## config.mk

```make
export PLATFORM = sky130hd
export DESIGN_NAME = mem_arbiter
export DESIGN_NICKNAME = d
export VERILOG_FILES = /design/src/rtl/riscv_pkg.sv /design/src/rtl/mem_addr_check.sv /design/src/rtl/mem_arbiter.sv
export SDC_FILE = /design/constraint.sdc
export NUM_CORES = 1
export LEC_CHECK = 0
export CAP_MARGIN = 20
export CORE_AREA = 2 2 135 137
export CTS_CLUSTER_DIAMETER = 40
export DETAILED_ROUTE_END_ITERATION = 10
export DIE_AREA = 0 0 137 139
export GPL_TIMING_DRIVEN = 0
export PLACE_DENSITY = 0.5
export SYNTH_ARGS = -nofsm -noshare
export SYNTH_HDL_FRONTEND = slang
export SYNTH_SLANG_ARGS = --single-unit
export TNS_END_PERCENT = 5
```

## constraint.sdc

```tcl
create_clock -name clk -period 2.1 [get_ports clk]
set_input_delay 0.21 -clock clk [delete_from_list [all_inputs] [get_ports clk]]
set_output_delay 0.21 -clock clk [all_outputs]
set_load 0.1 [all_outputs]
```

## src/rtl/riscv_pkg.sv

```systemverilog
// Shared constants and types for the unified memory path: requester ids, field widths,
// and the registered response state used by the memory arbiter.
package riscv_pkg;

  localparam logic [31:0] MEM_BASE = 32'h8000_0000;
  localparam int          NREQ     = 3;
  localparam int          XLEN     = 32;
  localparam int          BEW      = XLEN / 8;

  typedef enum logic [1:0] {
    REQ_LD = 2'd0,
    REQ_DM = 2'd1,
    REQ_IF = 2'd2
  } req_id_t;

  // One response is in flight at most; pending is the one-hot owner of that response.
  typedef struct packed {
    logic [NREQ-1:0] pending;
    logic            err;
    logic            is_read;
  } rsp_state_t;

endpackage

```

## src/rtl/mem_addr_check.sv

```systemverilog
// Byte address to word index translation with legality check against the memory window.
// Purely combinational so the loader can reuse it for bounds feedback.
module mem_addr_check
  import riscv_pkg::*;
#(
  parameter logic [31:0] BASE  = MEM_BASE,
  parameter int          DEPTH = 2056,
  parameter int          IDXW  = 12
) (
  input  logic [31:0]     addr_i,
  output logic [IDXW-1:0] idx_o,
  output logic            err_o
);

  logic [31:0] off;
  logic [29:0] word;

  assign off  = addr_i - BASE;
  assign word = off[31:2];

  // Below-base addresses wrap to huge offsets, but are flagged explicitly as well.
  assign err_o = (addr_i < BASE) | (off[1:0] != 2'b00) | ({2'b00, word} >= 32'(DEPTH));
  assign idx_o = word[IDXW-1:0];

endmodule

```

## src/rtl/mem_arbiter.sv

```systemverilog
// Arbitrates the single-port unified memory between loader, data port and fetch, with a
// fixed one-cycle registered response per accepted request.
module mem_arbiter
  import riscv_pkg::*;
#(
  parameter logic [31:0] MEM_BASE = riscv_pkg::MEM_BASE,
  parameter int          DEPTH    = 2056,
  parameter int          IDXW     = 12,
  parameter int          CNTW     = 16
) (
  input  logic                 clk,
  input  logic                 reset,
  input  logic [NREQ-1:0]      req_valid,
  output logic [NREQ-1:0]      req_ready,
  input  logic [NREQ-1:0]      req_we,
  input  logic [NREQ*XLEN-1:0] req_addr,
  input  logic [NREQ*BEW-1:0]  req_be,
  input  logic [NREQ*XLEN-1:0] req_wdata,
  output logic [NREQ-1:0]      rsp_valid,
  output logic                 rsp_err,
  output logic [XLEN-1:0]      rsp_rdata,
  output logic                 mem_en,
  output logic                 mem_we,
  output logic [BEW-1:0]       mem_be,
  output logic [IDXW-1:0]      mem_idx,
  output logic [XLEN-1:0]      mem_wdata,
  input  logic [XLEN-1:0]      mem_rdata,
  output logic [CNTW-1:0]      conflict_cnt
);

  // Handshake: a request from requester i is accepted in the cycle where
  // req_valid[i] & req_ready[i]; req_ready is one-hot or zero and never depends on
  // mem_rdata, and the response follows exactly one cycle after acceptance.

  logic [NREQ-1:0] grant;
  logic [XLEN-1:0] sel_addr;
  logic [XLEN-1:0] sel_wdata;
  logic [BEW-1:0]  sel_be;
  logic            sel_we;
  logic            accept;
  logic            chk_err;
  logic [IDXW-1:0] chk_idx;
  logic            conflict;

  rsp_state_t      rsp_q, rsp_d;
  req_id_t         rr_last_q, rr_last_d;
  logic [CNTW-1:0] cnt_q, cnt_d;

  // Loader wins outright; data port and fetch alternate when they collide.
  always_comb begin
    grant = '0;
    if (!reset) begin
      if (req_valid[REQ_LD]) begin
        grant[REQ_LD] = 1'b1;
      end else if (req_valid[REQ_DM] && req_valid[REQ_IF]) begin
        if (rr_last_q == REQ_DM) grant[REQ_IF] = 1'b1;
        else                     grant[REQ_DM] = 1'b1;
      end else if (req_valid[REQ_DM]) begin
        grant[REQ_DM] = 1'b1;
      end else if (req_valid[REQ_IF]) begin
        grant[REQ_IF] = 1'b1;
      end
    end
  end

  always_comb begin
    sel_addr  = '0;
    sel_wdata = '0;
    sel_be    = '0;
    sel_we    = 1'b0;
    for (int i = 0; i < NREQ; i++) begin
      if (grant[i]) begin
        sel_addr  = req_addr[XLEN*i +: XLEN];
        sel_wdata = req_wdata[XLEN*i +: XLEN];
        sel_be    = req_be[BEW*i +: BEW];
        sel_we    = req_we[i];
      end
    end
  end

  mem_addr_check #(
    .BASE  (MEM_BASE),
    .DEPTH (DEPTH),
    .IDXW  (IDXW)
  ) u_addr_check (
    .addr_i (sel_addr),
    .idx_o  (chk_idx),
    .err_o  (chk_err)
  );

  assign accept    = |grant;
  assign req_ready = grant;

  // Illegal addresses are still accepted and answered, but never reach the array.
  assign mem_en    = accept & ~chk_err;
  assign mem_we    = mem_en & sel_we;
  assign mem_be    = accept ? sel_be : '0;
  assign mem_idx   = mem_en ? chk_idx : '0;
  assign mem_wdata = accept ? sel_wdata : '0;

  assign conflict = (req_valid[0] & req_valid[1]) |
                    (req_valid[0] & req_valid[2]) |
                    (req_valid[1] & req_valid[2]);

  always_comb begin
    rsp_d.pending = grant;
    rsp_d.err     = accept & chk_err;
    rsp_d.is_read = accept & ~sel_we;

    rr_last_d = rr_last_q;
    if (grant[REQ_DM])      rr_last_d = REQ_DM;
    else if (grant[REQ_IF]) rr_last_d = REQ_IF;

    cnt_d = cnt_q;
    if (conflict && (cnt_q != '1)) cnt_d = cnt_q + 1'b1;
  end

  always_ff @(posedge clk) begin
    if (reset) begin
      rsp_q     <= '0;
      rr_last_q <= REQ_IF;
      cnt_q     <= '0;
    end else begin
      rsp_q     <= rsp_d;
      rr_last_q <= rr_last_d;
      cnt_q     <= cnt_d;
    end
  end

  // Gating with reset drops a response that falls due in the reset cycle itself.
  assign rsp_valid    = rsp_q.pending & {NREQ{~reset}};
  assign rsp_err      = rsp_q.err & ~reset;
  assign rsp_rdata    = (~reset & rsp_q.is_read & ~rsp_q.err) ? mem_rdata : '0;
  assign conflict_cnt = cnt_q;

endmodule

```

### Yosys cells after proc, flatten, opt, wreduce, memory -nomap -nowiden

Cells that the tools add are included.

* register bits: 23
* input bits: 244
* word-level logic and storage cells: 62

* add/sub/neg operators: 2
* magnitude comparators: 2
* eq/ne operators: 2
* mux-type cells: 27
* bitwise gates (word level): 19
* reduce and logical (&&, ||, !) cells: 5

Operators by type and width (count)
* $mux W32: 8
* $lt A32 B32 Y1 const B: 1
* $sub A32 B32 Y32 const B: 1
* $ge A30 B12 Y1 const B: 1
* $add A16 B1 Y16 const B: 1
* $mux W4: 4
* $ne A16 B16 Y1 const B: 1
* $mux W12: 1
* $and A1 B1 Y1: 10
* $mux W1: 9
* $mux W2: 4
* $not A1 Y1: 4
* $or A1 B1 Y1: 4
* $reduce_bool A2 Y1: 2
* $and A3 B3 Y3: 1
* $mux W3: 1
* $reduce_or A3 Y1: 1
* $eq A2 B1 Y1 const B: 1
* $logic_and A1 B1 Y1: 2

### Logic depth before layout (Yosys ltp)

* depth after elaboration: 15
* gate-level depth with buffers: 9
* gate-level depth less buffers: 7

### By module

Synthesis repeated with hierarchy kept, for this count alone.

* cells, all modules: 369
* area total of the unflattened synthesis: 2695.1 µm²

Modules (own cells, without submodules)
* mem_arbiter: times used 1, cells an instance 347, area an instance 2534.9 µm², seq. area each 460.4 µm²
* mem_addr_check: times used 1, cells an instance 22, area an instance 160.2 µm², seq. area each 0.0 µm²

### Least setup slack after synthesis

No wires, ideal clock.

* kind: register -> output
* start point: reg rr_last_q[1]
* end point: out mem_idx[0]
* arrival time: 3.795 ns
* required time: 1.890 ns
* slack: -1.905 ns
* stages on the path, launching flop included: 7
* buffers on the path: 0
* cells stage by stage: dfxtp_1 -> nand2b_4 -> a211oi_4 -> mux2_2 -> nor4_4 -> a21oi_2 -> nor3_1

* longest elaborated chain between the ends: 14
* elaborated cells on any way between the ends: 18

Ends and longest elaborated chain
* from (decl): line mem_arbiter.sv:46 `req_id_t rr_last_q, rr_last_d;`
* from (signal assigned): line mem_arbiter.sv:125 `rr_last_q <= rr_last_d;`
* $eq A2 B1 Y1 (*): line mem_arbiter.sv:56 `if (rr_last_q == REQ_DM) grant[REQ_IF] = 1'b1;`
* $mux W1: line mem_arbiter.sv:56
* $mux W2 (*): line mem_arbiter.sv:55 `end else if (req_valid[REQ_DM] && req_valid[REQ_IF]) begin`
* $mux W2 (*): line mem_arbiter.sv:53 `if (req_valid[REQ_LD]) begin`
* $mux W3 (*): line mem_arbiter.sv:52 `if (!reset) begin`
* branches (longest 8 deep; another with $sub A32 B32 Y32)
* $mux W12 (*): line mem_arbiter.sv:98 `assign mem_idx = mem_en ? chk_idx : '0;`
* to (decl): line mem_arbiter.sv:25 `output logic [IDXW-1:0] mem_idx,`

Mark *: on every way between the ends.

### Final worst setup path

* start point: reg rr_last_q[1]
* end point: out mem_idx[2]

Same word-level chain as after synthesis.

==> metrics.md <==
| Metric | Value |
|---|---|
| Synth Instances | approximately 320 |
| Cts bufs inserted | 3 |
| CTS root buf | clkbuf_16 |
| Largest net degree at the start of global routing | 14 |
| Clock Skew | around 0.0043 ns |
| Flops & latches, synth | 23 |
| CTS max path bufs | 2 |
| Power Density | 355 mW/mm^2 |
| Status | finished, violations left |
| Die area | 0.0190 mm^2 |
| Internal power | between 1 and 1.5 mW |
| DR vias | around 4000 |
| Area Overhead vs Synth | 175% |
| Comb pwr share | 63.8% |
| Clock Latency Late Sink | about 0.26 ns |
| Synth top area cells | dfxtp_1 18%, a222oi_1 16%, and2_1 8.8% |
| Max stage delay on crit path | between 0.3 and 0.4 ns |
| Fin cells | 909 |
| Crit-path max FO | 6 |
| Final Cell Area | about 0.0069 mm^2 |
| Sequential power share | 19.0% |
| Post-synth ARST share | 0% |
| CTS tree | yes |
| Ant diodes | 0 |
| IO Count | 349 |
| First-pass GRT wire length | approximately 23 mm |
| Final Hold Fails | 0 |
| Worst EP required | between 1.5 and 2 ns |
| Leakage | ~3 nW |
| Main flop type after synthesis | dfxtp_1 |
| Grt total ovfl | 0 |
| Mapped Nets | 560 |
| NetSw | approximately 1.1 mW |
| Clock transition at path regs | roughly 0.06 ns |
| Yosys top cell area share | a little under a fifth |
| VDD IR max | roughly 250 uV |
| Synthesized area per cell | 7.93 um^2 |
| GR Util All Layers | between 10% and 20% |
| Sequential share of the synthesized area | 18.4% |
| Type of the worst setup path | flop to output port |
| Relative slew slack | ~33% |
| Count leader, synth | inv_1 |
| Crit path cell chain | nand2b_4 -> a211oi_4 -> buf_12 -> buf_12 -> mux2_4 -> nor4_4 -> a21oi_4 -> nor3_4 -> buf_12 |
| Period minus WS final | 2.78 ns |
| Post-route core utilization | around two fifths |
| Failing checks | setup timing |
| RSZ-0062 raised after global routing | true |
| HP Class | primary input to flop |
| Post-DR vias/cell | ~4.4 |
| Hold WS | between 0.2 and 0.25 ns |
| Remaining DRCs | 0 |
| Synth cell count leaders | 47 x inv_1, 41 x a222oi_1, 35 x and2_1 |
| Post-layout nets | just over 900 |
| Fmax | between 300 and 400 MHz |
| GPL Wtd Cong | about 0.9 |
| Starting density of the core | approximately 14% |
| Chip Height | ~140 um |
| Max-cap viol count | 0 |
| Part of the cycle the worst path needs | 132% |
| Final Slew Violations | 0 |
| Drt wl/cell | 17.7 um |
| Number of synthesized flops with an enable pin | 0 |
| H-tree Lvls | 1 |
| # hold bufs at CTS | 0 |
| Cell Rows | 49 |
| Initial antenna violation count | 0 |
| Switching portion of total power | between 40% and 50% |
| Cell repeated most along the worst path | buf_12 |
| Placed cell count | between 800 and 900 |
| Final worst slack | -0.678 ns |
| Initial drt markers | approximately 250 |
| Core footprint | about 0.018 mm^2 |
| First drt pass iteration count | 8 |
| Yosys cell types | between 50 and 60 |
| Hpwl dp | about 13 mm |
| Final setup vio count | 51 |
| PortBufs | between 300 and 400 |
| Cell taking the most area after synthesis | dfxtp_1 |
| Crit-path slowest cell | dfxtp_2 |
| Clk pwr share | between 10% and 20% |
| CP endpoint kind | output port |
| TNS Setup | -17.35 ns |
| Clock sink total | 23 |
| CP arrival | around 2.6 ns |
| Crit start category | flop |
| Vias in the first global route | between 4000 and 5000 |
| Slew @ Worst Pin | between 0.9 and 1 ns |
| Placed Instance Area | roughly 0.0064 mm^2 |
| Netlist Area Pre-Place | between 0.002 and 0.0025 mm^2 |
| Warnings, synthesis | 0 |
| Layout cell share with drive strength beyond 1 | between 20% and 30% |
| DRT Wirelength | 16.0 mm |
| Post-route ant nets | 0 |
| Die Wd | 137 um |
==> layer usage <==
metal | up-vias | wire length (um) | global-route usage, %
li1 | 1906 | - | -
met1 | 1862 | 5900 | 17.2
met2 | 227 | 8520 | 29.9
met3 | 13 | 1490 | 3.62
met4 | 0 | 140 | 1.95
met5 | - | 0 | 0
==> worst max-delay path, delay by kind of cell, from the launching register on <==
| family | cells | cell delay [ns] |
|---|---|---|
| simple gates | 3 | 0.70 |
| buf+inv | 3 | 0.50 |
| compound gates | 2 | 0.45 |
| flops | 1 | 0.33 |
| mux | 1 | 0.32 |
==> worst paths after layout <==
check | start | to | slack, ns | cells after the start
setup / recovery | rr_last_q[1]$_SDFFE_PP1P_ | mem_idx[2] | -0.68 | 9
setup reg to reg | rr_last_q[1]$_SDFFE_PP1P_ | rsp_q[1]$_SDFF_PP0_ | -0.08 | 8
hold reg to reg | conflict_cnt[12]$_SDFFE_PP0P_ | conflict_cnt[12]$_SDFFE_PP0P_ | 0.56 | 2
hold / removal | reset | rsp_q[2]$_SDFF_PP0_ | 0.20 | 2
==> timing repair <==
| item | 4_1_cts | 5_1_grt |
|---|---|---|
| pin swaps | 9 | 7 |
| setup endpoints to repair | 96 | 92 |
| hold endpoints to repair | 0 | 0 |
| gates resized for setup | 552 | 37 |
| setup buffers | 11 | 1 |
| gates cloned | 2 | 0 |
==> sequential cells by signal (all words and copies together), names as in the netlist <==
signal,cells
rsp_q,5
conflict_cnt,16
rr_last_q,2
==> per-stage QoR <==
stage / setup slack [ns] / power (mW)
after floorplan: -0.645 / 1.31
final: -0.678 / 2.44
after detailed placement: -2.23 / 1.99
after global placement: -2.21 / 1.98
after global routing: -0.770 / 2.53
after CTS: -0.698 / 2.45
==> power groups by stage <==
| stage | Combinational (mW) | Sequential [mW] | Clock, mW |
|---|---|---|---|
| after floorplan | 0.799 | 0.507 | 0 |
| after global placement | 1.51 | 0.471 | 0 |
| after detailed placement | 1.51 | 0.473 | 0 |
| after CTS | 1.55 | 0.464 | 0.434 |
| after global routing | 1.62 | 0.465 | 0.442 |
| final | 1.55 | 0.464 | 0.419 |
==> placed cells by master (no fill, tap or decap), types with 6 or more instances in the layout <==
cell type | Yosys | layout
and2_1 | 35 | 35
nor2_4 | 0 | 9
a222oi_1 | 41 | 41
buf_6 | 6 | 10
nand4_1 | 6 | 6
clkbuf_4 | 0 | 29
nor4_1 | 11 | 11
dfxtp_1 | 23 | 21
clkdlybuf4s15_2 | 0 | 7
nor2_1 | 27 | 18
clkbuf_1 | 15 | 10
clkdlybuf4s50_1 | 0 | 251
nand3_1 | 7 | 6
buf_4 | 3 | 34
inv_1 | 47 | 47
xor2_1 | 10 | 10
nand2_1 | 10 | 10
dlygate4sd2_1 | 0 | 8
buf_12 | 0 | 22
==> cell type report <==
| cell class | instances | area (um^2) |
|---|---|---|
| Fill cell | 1793 | 10800 |
| Clock inverter | 1 | 5.00 |
| Inverter | 47 | 176 |
| Timing Repair Buffer | 361 | 3730 |
| Tap cell | 229 | 287 |
| Clock buffer | 3 | 75.1 |
| Sequential cell | 23 | 463 |
| Buffer | 28 | 259 |
| Multi-Input combinational cell | 217 | 1860 |
==> kinds of logic (layout without fill, tap and decap cells) <==
group / count (synthesis) / in the layout / share of synthesized area, %
DFF: 23 / 23 / 18.4
adders and majority gates: 2 / 2 / 0.902
buffers and inverters: 75 / 440 / 15.1
AOI/OAI and AO/OA: 63 / 63 / 25.2
xor gates and xnor gates: 15 / 15 / 5.26
and+or+nand+nor: 128 / 128 / 30.9
muxes: 9 / 9 / 4.16
(Power assumes the default switching activity.)
